**src/rtl/esfa_cell_sequencer.sv**
```systemverilog
`default_nettype none
// ============================================================================
// Module   : esfa_cell_sequencer
// Function : Expands host requests into broadcast ESFA cell commands and
//            reduces the registered per-cell responses (lowest index wins).
// Revision : 1.0
// ============================================================================
module esfa_cell_sequencer #(
    parameter int         NCELLS   = 8,
    parameter logic [7:0] IDLE_SEL = 8'd1
) (
    input  logic                  clk,
    input  logic                  reset,
    input  logic                  req_valid,
    output logic                  req_ready,
    input  logic [1:0]            req_op,
    input  logic [7:0]            req_handle,
    input  logic [7:0]            req_index,
    input  logic [7:0]            req_value,
    input  logic [7:0]            req_metadata,
    input  logic                  req_is_metadata,
    output logic                  resp_valid,
    input  logic                  resp_ready,
    output logic                  resp_hit,
    output logic [7:0]            resp_value,
    output logic [7:0]            resp_context,
    output logic                  busy,
    output logic [7:0]            cell_selector,
    output logic                  cell_will_write,
    output logic [7:0]            cell_handle,
    output logic [7:0]            cell_index,
    output logic [7:0]            cell_value,
    output logic [7:0]            cell_metadata,
    output logic                  cell_is_metadata,
    input  logic [NCELLS-1:0]     cell_bool_in,
    input  logic [8*NCELLS-1:0]   cell_value_in,
    input  logic [8*NCELLS-1:0]   cell_context_in
);

    localparam logic [1:0] c_ST_IDLE    = 2'd0;
    localparam logic [1:0] c_ST_ISSUE   = 2'd1;
    localparam logic [1:0] c_ST_CAPTURE = 2'd2;
    localparam logic [1:0] c_ST_RESP    = 2'd3;

    localparam logic [1:0] c_OP_UPDATE  = 2'd0;
    localparam logic [1:0] c_OP_LOOKUP  = 2'd1;
    localparam logic [1:0] c_OP_CONGRUE = 2'd2;
    localparam logic [1:0] c_OP_ALLOC   = 2'd3;

    logic [1:0] r_state;
    logic       r_step;
    logic [1:0] r_op;
    logic       r_hitSticky;
    logic       r_reqReady;
    logic       r_busy;
    logic       r_respValid;
    logic       r_respHit;
    logic [7:0] r_respValue;
    logic [7:0] r_respContext;
    logic [7:0] r_selector;
    logic       r_willWrite;
    logic [7:0] r_handle;
    logic [7:0] r_index;
    logic [7:0] r_value;
    logic [7:0] r_metadata;
    logic       r_isMetadata;

    logic [7:0] w_cellValue   [NCELLS];
    logic [7:0] w_cellContext [NCELLS];
    logic       w_anyHit;
    logic [7:0] w_firstIdx;
    logic [7:0] w_firstValue;
    logic [7:0] w_firstContext;
    logic       w_moreSteps;

    // Command for a given step of an operation: {willWrite, selector}.
    function automatic logic [8:0] stepCmd(input logic [1:0] op, input logic step);
        logic [8:0] cmd;
        case (op)
            c_OP_UPDATE:  cmd = {1'b1, 8'd0};
            c_OP_LOOKUP:  cmd = {1'b0, 8'd1};
            c_OP_CONGRUE: cmd = step ? {1'b1, 8'd4} : {1'b1, 8'd3};
            default:      cmd = {1'b0, 8'd5};
        endcase
        return cmd;
    endfunction

    generate
        for (genvar g = 0; g < NCELLS; g++) begin : g_unpack
            assign w_cellValue[g]   = cell_value_in[8*g +: 8];
            assign w_cellContext[g] = cell_context_in[8*g +: 8];
        end
    endgenerate

    // Scan from the top so the lowest set index is the last one written.
    always_comb begin
        w_anyHit       = |cell_bool_in;
        w_firstIdx     = 8'd0;
        w_firstValue   = 8'd0;
        w_firstContext = 8'd0;
        for (int i = NCELLS - 1; i >= 0; i--) begin
            if (cell_bool_in[i]) begin
                w_firstIdx     = 8'(i);
                w_firstValue   = w_cellValue[i];
                w_firstContext = w_cellContext[i];
            end
        end
    end

    assign w_moreSteps = (r_op == c_OP_CONGRUE) && !r_step;

    always_ff @(posedge clk) begin
        if (reset) begin
            r_state       <= c_ST_IDLE;
            r_step        <= 1'b0;
            r_op          <= c_OP_UPDATE;
            r_hitSticky   <= 1'b0;
            r_reqReady    <= 1'b1;
            r_busy        <= 1'b0;
            r_respValid   <= 1'b0;
            r_respHit     <= 1'b0;
            r_respValue   <= 8'd0;
            r_respContext <= 8'd0;
            r_selector    <= IDLE_SEL;
            r_willWrite   <= 1'b0;
            r_handle      <= 8'd0;
            r_index       <= 8'd0;
            r_value       <= 8'd0;
            r_metadata    <= 8'd0;
            r_isMetadata  <= 1'b0;
        end else begin
            case (r_state)
                c_ST_IDLE: begin
                    if (req_valid) begin
                        r_state                   <= c_ST_ISSUE;
                        r_step                    <= 1'b0;
                        r_op                      <= req_op;
                        r_hitSticky               <= 1'b0;
                        r_reqReady                <= 1'b0;
                        r_busy                    <= 1'b1;
                        r_handle                  <= req_handle;
                        r_index                   <= req_index;
                        r_value                   <= req_value;
                        r_metadata                <= req_metadata;
                        r_isMetadata              <= req_is_metadata;
                        {r_willWrite, r_selector} <= stepCmd(req_op, 1'b0);
                    end
                end
                c_ST_ISSUE: begin
                    r_willWrite <= 1'b0;
                    r_state     <= c_ST_CAPTURE;
                end
                c_ST_CAPTURE: begin
                    if (w_moreSteps) begin
                        r_hitSticky               <= w_anyHit;
                        r_step                    <= 1'b1;
                        {r_willWrite, r_selector} <= stepCmd(r_op, 1'b1);
                        r_state                   <= c_ST_ISSUE;
                    end else begin
                        r_respValid <= 1'b1;
                        r_respHit   <= w_anyHit | r_hitSticky;
                        if (r_op == c_OP_ALLOC) begin
                            r_respValue   <= w_firstIdx;
                            r_respContext <= 8'd0;
                        end else begin
                            r_respValue   <= w_firstValue;
                            r_respContext <= w_firstContext;
                        end
                        r_state <= c_ST_RESP;
                    end
                end
                c_ST_RESP: begin
                    if (resp_ready) begin
                        r_respValid <= 1'b0;
                        r_selector  <= IDLE_SEL;
                        r_reqReady  <= 1'b1;
                        r_busy      <= 1'b0;
                        r_state     <= c_ST_IDLE;
                    end
                end
                default: begin
                    r_state     <= c_ST_IDLE;
                    r_willWrite <= 1'b0;
                    r_respValid <= 1'b0;
                    r_selector  <= IDLE_SEL;
                    r_reqReady  <= 1'b1;
                    r_busy      <= 1'b0;
                end
            endcase
        end
    end

    assign req_ready        = r_reqReady;
    assign busy             = r_busy;
    assign resp_valid       = r_respValid;
    assign resp_hit         = r_respHit;
    assign resp_value       = r_respValue;
    assign resp_context     = r_respContext;
    assign cell_selector    = r_selector;
    assign cell_will_write  = r_willWrite;
    assign cell_handle      = r_handle;
    assign cell_index       = r_index;
    assign cell_value       = r_value;
    assign cell_metadata    = r_metadata;
    assign cell_is_metadata = r_isMetadata;

endmodule
`default_nettype wire

```
**config.mk**
```make
export PLATFORM = sky130hd
export DESIGN_NAME = esfa_cell_sequencer
export DESIGN_NICKNAME = d
export VERILOG_FILES = /design/src/rtl/esfa_cell_sequencer.sv
export SDC_FILE = /design/constraint.sdc
export NUM_CORES = 1
export LEC_CHECK = 0
export ABC_AREA = 1
export BUFFER_PORTS_ARGS = -buffer_cell sky130_fd_sc_hd__buf_2
export CAP_MARGIN = 20
export CORE_UTILIZATION = 47
export CTS_CLUSTER_DIAMETER = 40
export CTS_CLUSTER_SIZE = 30
export DETAILED_ROUTE_END_ITERATION = 10
export HOLD_SLACK_MARGIN = 0.02
export PLACE_DENSITY = 0.92
export SETUP_SLACK_MARGIN = 0.2
export SLEW_MARGIN = 0
export SYNTH_ARGS = -nofsm -noshare
export SYNTH_HDL_FRONTEND = slang
export SYNTH_SLANG_ARGS = --single-unit
```
**constraint.sdc**
```tcl
create_clock -name clk -period 4.3 [get_ports clk]
set_input_delay 1.075 -clock clk [delete_from_list [all_inputs] [get_ports clk]]
set_output_delay 1.075 -clock clk [all_outputs]
set_load 0.01 [all_outputs]
```
### Word level (Yosys, flattened, before mapping)

Index checks and enable logic that the tools add are counted.

* flip-flop bits (word level): 68
* bits of input ports: 175
* output and inout bits: 62
* word-level logic and storage cells: 101

* equality and inequality tests: 12
* muxes and demuxes: 51
* bitwise gates (word level): 2
* reductions and logical operators: 19

Operators by type and width (number)
* two-way mux 8 bit: 28
* one-hot mux 9 bit (3 select lines): 2
* one-hot mux 8 bit (3 select lines): 1
* AND reduction 3 bit: 4
* == test 2 bit (second input constant): 5
* one-hot mux 1 bit (2 select lines): 5
* two-way mux 1 bit: 9
* != test 2 bit (second input constant): 4
* one-hot mux 2 bit (4 select lines): 1
* OR reduction 8 bit: 1
* == test 2 x 1 -> 1 bit (second input constant): 3
* logical NOT 2 bit: 3
* two-way mux 2 bit: 3
* AND reduction 2 bit: 3
* nonzero test 2 bit: 3
* nonzero test 3 bit: 2
* AND reduction 4 bit: 1
* two-way mux 3 bit: 1
* one-hot mux 1 bit (3 select lines): 1
* logical AND 1 bit: 1
* logical NOT 1 bit: 1
* NOT 1 bit: 1
* OR 1 bit: 1

### Logic depth before layout (Yosys ltp)

* depth in word-level cells: 9
* depth in mapped cells: 12
* gate-level depth less buffers: 11

### Worst setup path after synthesis

OpenSTA, ideal clock, no wires.

* kind: in2reg
* start: input cell_bool_in[5]
* end: register r_respContext[2] (netlist: resp_context[2])
* library setup time: 0.136 ns
* data arrival time: 1.807 ns
* required time: 4.164 ns
* path slack: 2.356 ns
* cell stages on the path: 10
* path buffers: 2
* cells stage by stage: buf_6 -> buf_2 -> a21oi_1 -> nand2_1 -> nand2_1 -> nand3_1 -> nand2_1 -> nand2_1 -> nand2_1 -> a21oi_2

* longest elaborated chain between the ends: 7

Ends and longest elaborated chain
* from (decl): RTL line 35 `input logic [NCELLS-1:0] cell_bool_in,`
* two-way mux 8 bit (6 in a row): RTL line 102 `if (cell_bool_in[i]) begin`
* two-way mux 8 bit: RTL line 162 `if (r_op == c_OP_ALLOC) begin`
* to (signal assigned): RTL line 167 `r_respContext <= w_firstContext;`
* to (decl): RTL line 59 `logic [7:0] r_respContext;`

No other way between the ends.
A chain may end at the register's enable or synchronous reset.

==> results.json <==
{
  "area_growth_pct": 32.4,
  "critPathCaptureType": "register",
  "grt_pass1_vias": 4276,
  "place_area_um2": 4980,
  "antenna_found_initial": 0,
  "routed_wl_mm": 12.0,
  "finalHoldViolCount": 0,
  "cpPeakStageDelay_ns": 0.75,
  "leakage_nw": 2.67,
  "drv_cap": 0,
  "boundaryPins": 237,
  "dp_hpwl_mm": 9.24,
  "ys.warnings.count": 0,
  "period_needed_ns": 2.26,
  "fin_nets": 995,
  "drc": 2,
  "die_x_um": 93.5,
  "fin_crit_sh": 0.525,
  "cts_buffer_depth": 2,
  "fin_util": 0.637,
  "clock_sinks": 63,
  "via_per_inst": 5.05,
  "layout-drive-gt1-share": 0.361,
  "vias": 4674,
  "maxSlewHeadroom": 0.381,
  "initial_core_util": 0.481,
  "place_inst": 909,
  "crit_type": "in -> reg",
  "crit_arrival_ns": 2.49,
  "start_kind": "input port",
  "met2_usage": 0.476,
  "synth_seq_cells": 63,
  "timing.fmax_ghz": 0.443,
  "clock_power_share": 0.278,
  "rsz0062_at_grt": "no",
  "root_buffer": "clkbuf_8",
  "yosysSeqAreaShare": 0.320,
  "sequentialPowerShare": 0.359,
  "synth.distinct_cells": 35,
  "worstHoldPathType": "reg -> reg",
  "wl_per_cell_um": 13.0,
  "grt_pass1_wl_mm": 19.0,
  "cp_max_fo": 41,
  "async_flop_share": 0,
  "status": "finished, violations left",
  "cp.required_ns": 4.54,
  "synthesis.area_um2": 3940,
  "ant_nets": 0,
  "instances_no_fill": 925,
  "p_sw_frac": 0.367,
  "skew_ns": 0.00728,
  "grt_start_max_net_pins": 42,
  "num_rows": 33,
  "crit_chain": "buf_2 > inv_1 > o21ai_0 > inv_1 > o21ai_0",
  "worstMarginPinSlew_ns": 0.928,
  "coreArea_um2": 8180,
  "cp_slowest_cell": "inv_1",
  "synth_edf_count": 0,
  "power_density_nw_per_um2": 405,
  "pwr-share-comb": 0.363,
  "first_pass_iters": 7,
  "grtUsageTotal": 0.278,
  "cts_tree": "done",
  "postLayoutCellArea_um2": 5210,
  "setup_viol": 0,
  "postCtsSetupBuffers": 0,
  "htreeDepth": 3,
  "avgSynthCellArea_um2": 6.45,
  "peakVddDrop_v": 0.000219,
  "dieArea_um2": 8750,
  "setup_tns_ns": 0,
  "cts_hold_buffers": 0,
  "cts_resized": 0,
  "first_iter_violations": 239,
  "p_sw_mw": 0.776,
  "clk_latency_ns": 0.35,
  "crit_buf_inv": 3,
  "p_int_mw": 1.34,
  "netlist_instances": 610,
  "antenna_cells": 0,
  "port_buffers": 231,
  "gp_congestion": 1.00,
  "die_y_um": 93.5,
  "drv_slew": 0,
  "grt-busiest-layer": "met2",
  "violations": "DRC",
  "gr-total-overflow": 0,
  "grt_use_met1": 0.324,
  "path_clk_slew_ns": 0.07,
  "cp_top_family": "buffers and inverters",
  "numCtsBuffers": 9,
  "synthFlopType": "dfxtp_1",
  "use_met3": 0.0813
}
registers in the layout (all words and copies together), names as in the netlist, 2 cells and up:
register / count
cell_handle: 8
cell_index: 8
cell_metadata: 8
cell_selector: 3
cell_value: 8
r_op: 2
r_state: 2
resp_context: 8
resp_value: 8
power groups by stage:
stage | logic [mW] | clock network (mW) | registers [mW]
2_1_floorplan | 0.469 | 0 | 0.818
3_3_place_gp | 0.751 | 0 | 0.766
3_5_place_dp | 0.763 | 0 | 0.770
4_1_cts | 0.767 | 0.598 | 0.758
5_1_grt | 0.864 | 0.625 | 0.772
6_report | 0.767 | 0.587 | 0.758
layout by cell type (no fill, tap or decap):
cell / netlist / layout
nand2_8: 1 / 1
inv_6: 0 / 4
clkinvlp_4: 0 / 1
o21ai_2: 1 / 1
or2_4: 1 / 1
ha_1: 5 / 5
o21ai_0: 47 / 47
nand2_1: 140 / 140
a31oi_1: 4 / 4
a21oi_1: 49 / 49
bufinv_16: 0 / 2
o22ai_1: 3 / 3
nand4_1: 2 / 2
inv_1: 15 / 15
dfxtp_1: 63 / 63
o21a_1: 1 / 1
nor3_1: 3 / 3
a21oi_2: 10 / 10
a211oi_1: 3 / 3
nor2_2: 1 / 1
inv_4: 3 / 3
buf_2: 12 / 231
nor2_8: 1 / 1
conb_1: 1 / 5
inv_2: 5 / 5
nand3_1: 33 / 33
or2_2: 4 / 4
nor2_1: 150 / 150
inv_8: 1 / 1
clkbuf_8: 0 / 9
nor2_4: 5 / 5
o22ai_2: 9 / 9
buf_4: 10 / 1
nand2_4: 3 / 3
nand2_2: 3 / 3
o31ai_1: 1 / 1
worst reg2reg max path: cells and delay by family (launching register included):
family / cells / cell delay (ns)
buffers and inverters: 3 / 0.71
flip-flops: 1 / 0.40
AND/OR/NAND/NOR: 3 / 0.33
adder cells (fa/ha/maj): 1 / 0.23
synth_stat cells (all sizes together), types with 3 or more instances:
cell / count / area (um^2)
o21ai: 48 / 244
clkbuf: 12 / 45.0
a211oi: 3 / 22.5
o22ai: 12 / 131
or2: 5 / 33.8
nand2: 147 / 598
nand3: 33 / 165
inv: 24 / 105
dfxtp: 63 / 1260
ha: 5 / 62.6
a21oi: 59 / 333
a31oi: 4 / 25.0
nor2: 157 / 646
buf: 30 / 218
nor3: 3 / 15.0
cell families after synthesis:
logic type / count (synthesis) / synth area share
flops: 63 / 0.320
compound gates: 128 / 0.196
fa+ha+maj: 5 / 0.0159
simple gates: 347 / 0.373
other cells: 1 / 0.000953
buf+inv: 66 / 0.0935
cell type report:
cell class	count	area, um^2
inverters	24	105
clock inverters	7	103
multi-input cells	485	2320
clock buffers	9	124
well taps	105	131
fillers	763	2970
flip-flops and latches	63	1260
repair buffers	232	1160
final timing paths:
| check | start | endpoint | slack [ns] | cells after the start |
|---|---|---|---|---|
| worst max-delay path | reset | req_ready | 2.04 | 5 |
| worst max register to register | r_state[1] | cell_metadata[0] | 2.53 | 7 |
| worst min-delay path | cell_selector[0] | cell_selector[0] | 0.46 | 2 |
| worst min register to register | cell_selector[0] | cell_selector[0] | 0.46 | 2 |
metrics by stage:
step | hold slack [ns] | total power [mW] | setup WS [ns]
floorplan | 0.456 | 1.29 | 2.36
global placement | 0.442 | 1.52 | 1.64
detailed placement | 0.447 | 1.53 | 1.69
CTS | 0.464 | 2.12 | 2.06
global route | 0.481 | 2.26 | 1.84
finish | 0.462 | 2.11 | 2.04
per-layer routing:
layer  vias to the layer above  part of all wire  wire length, um
li1                       2374                 -                -
met1                      2039              0.40             4750
met2                       226              0.48             5810
met3                        35             0.091             1090
met4                         0             0.031              370
met5                         -                 0                0
(Power assumes the default switching activity.)
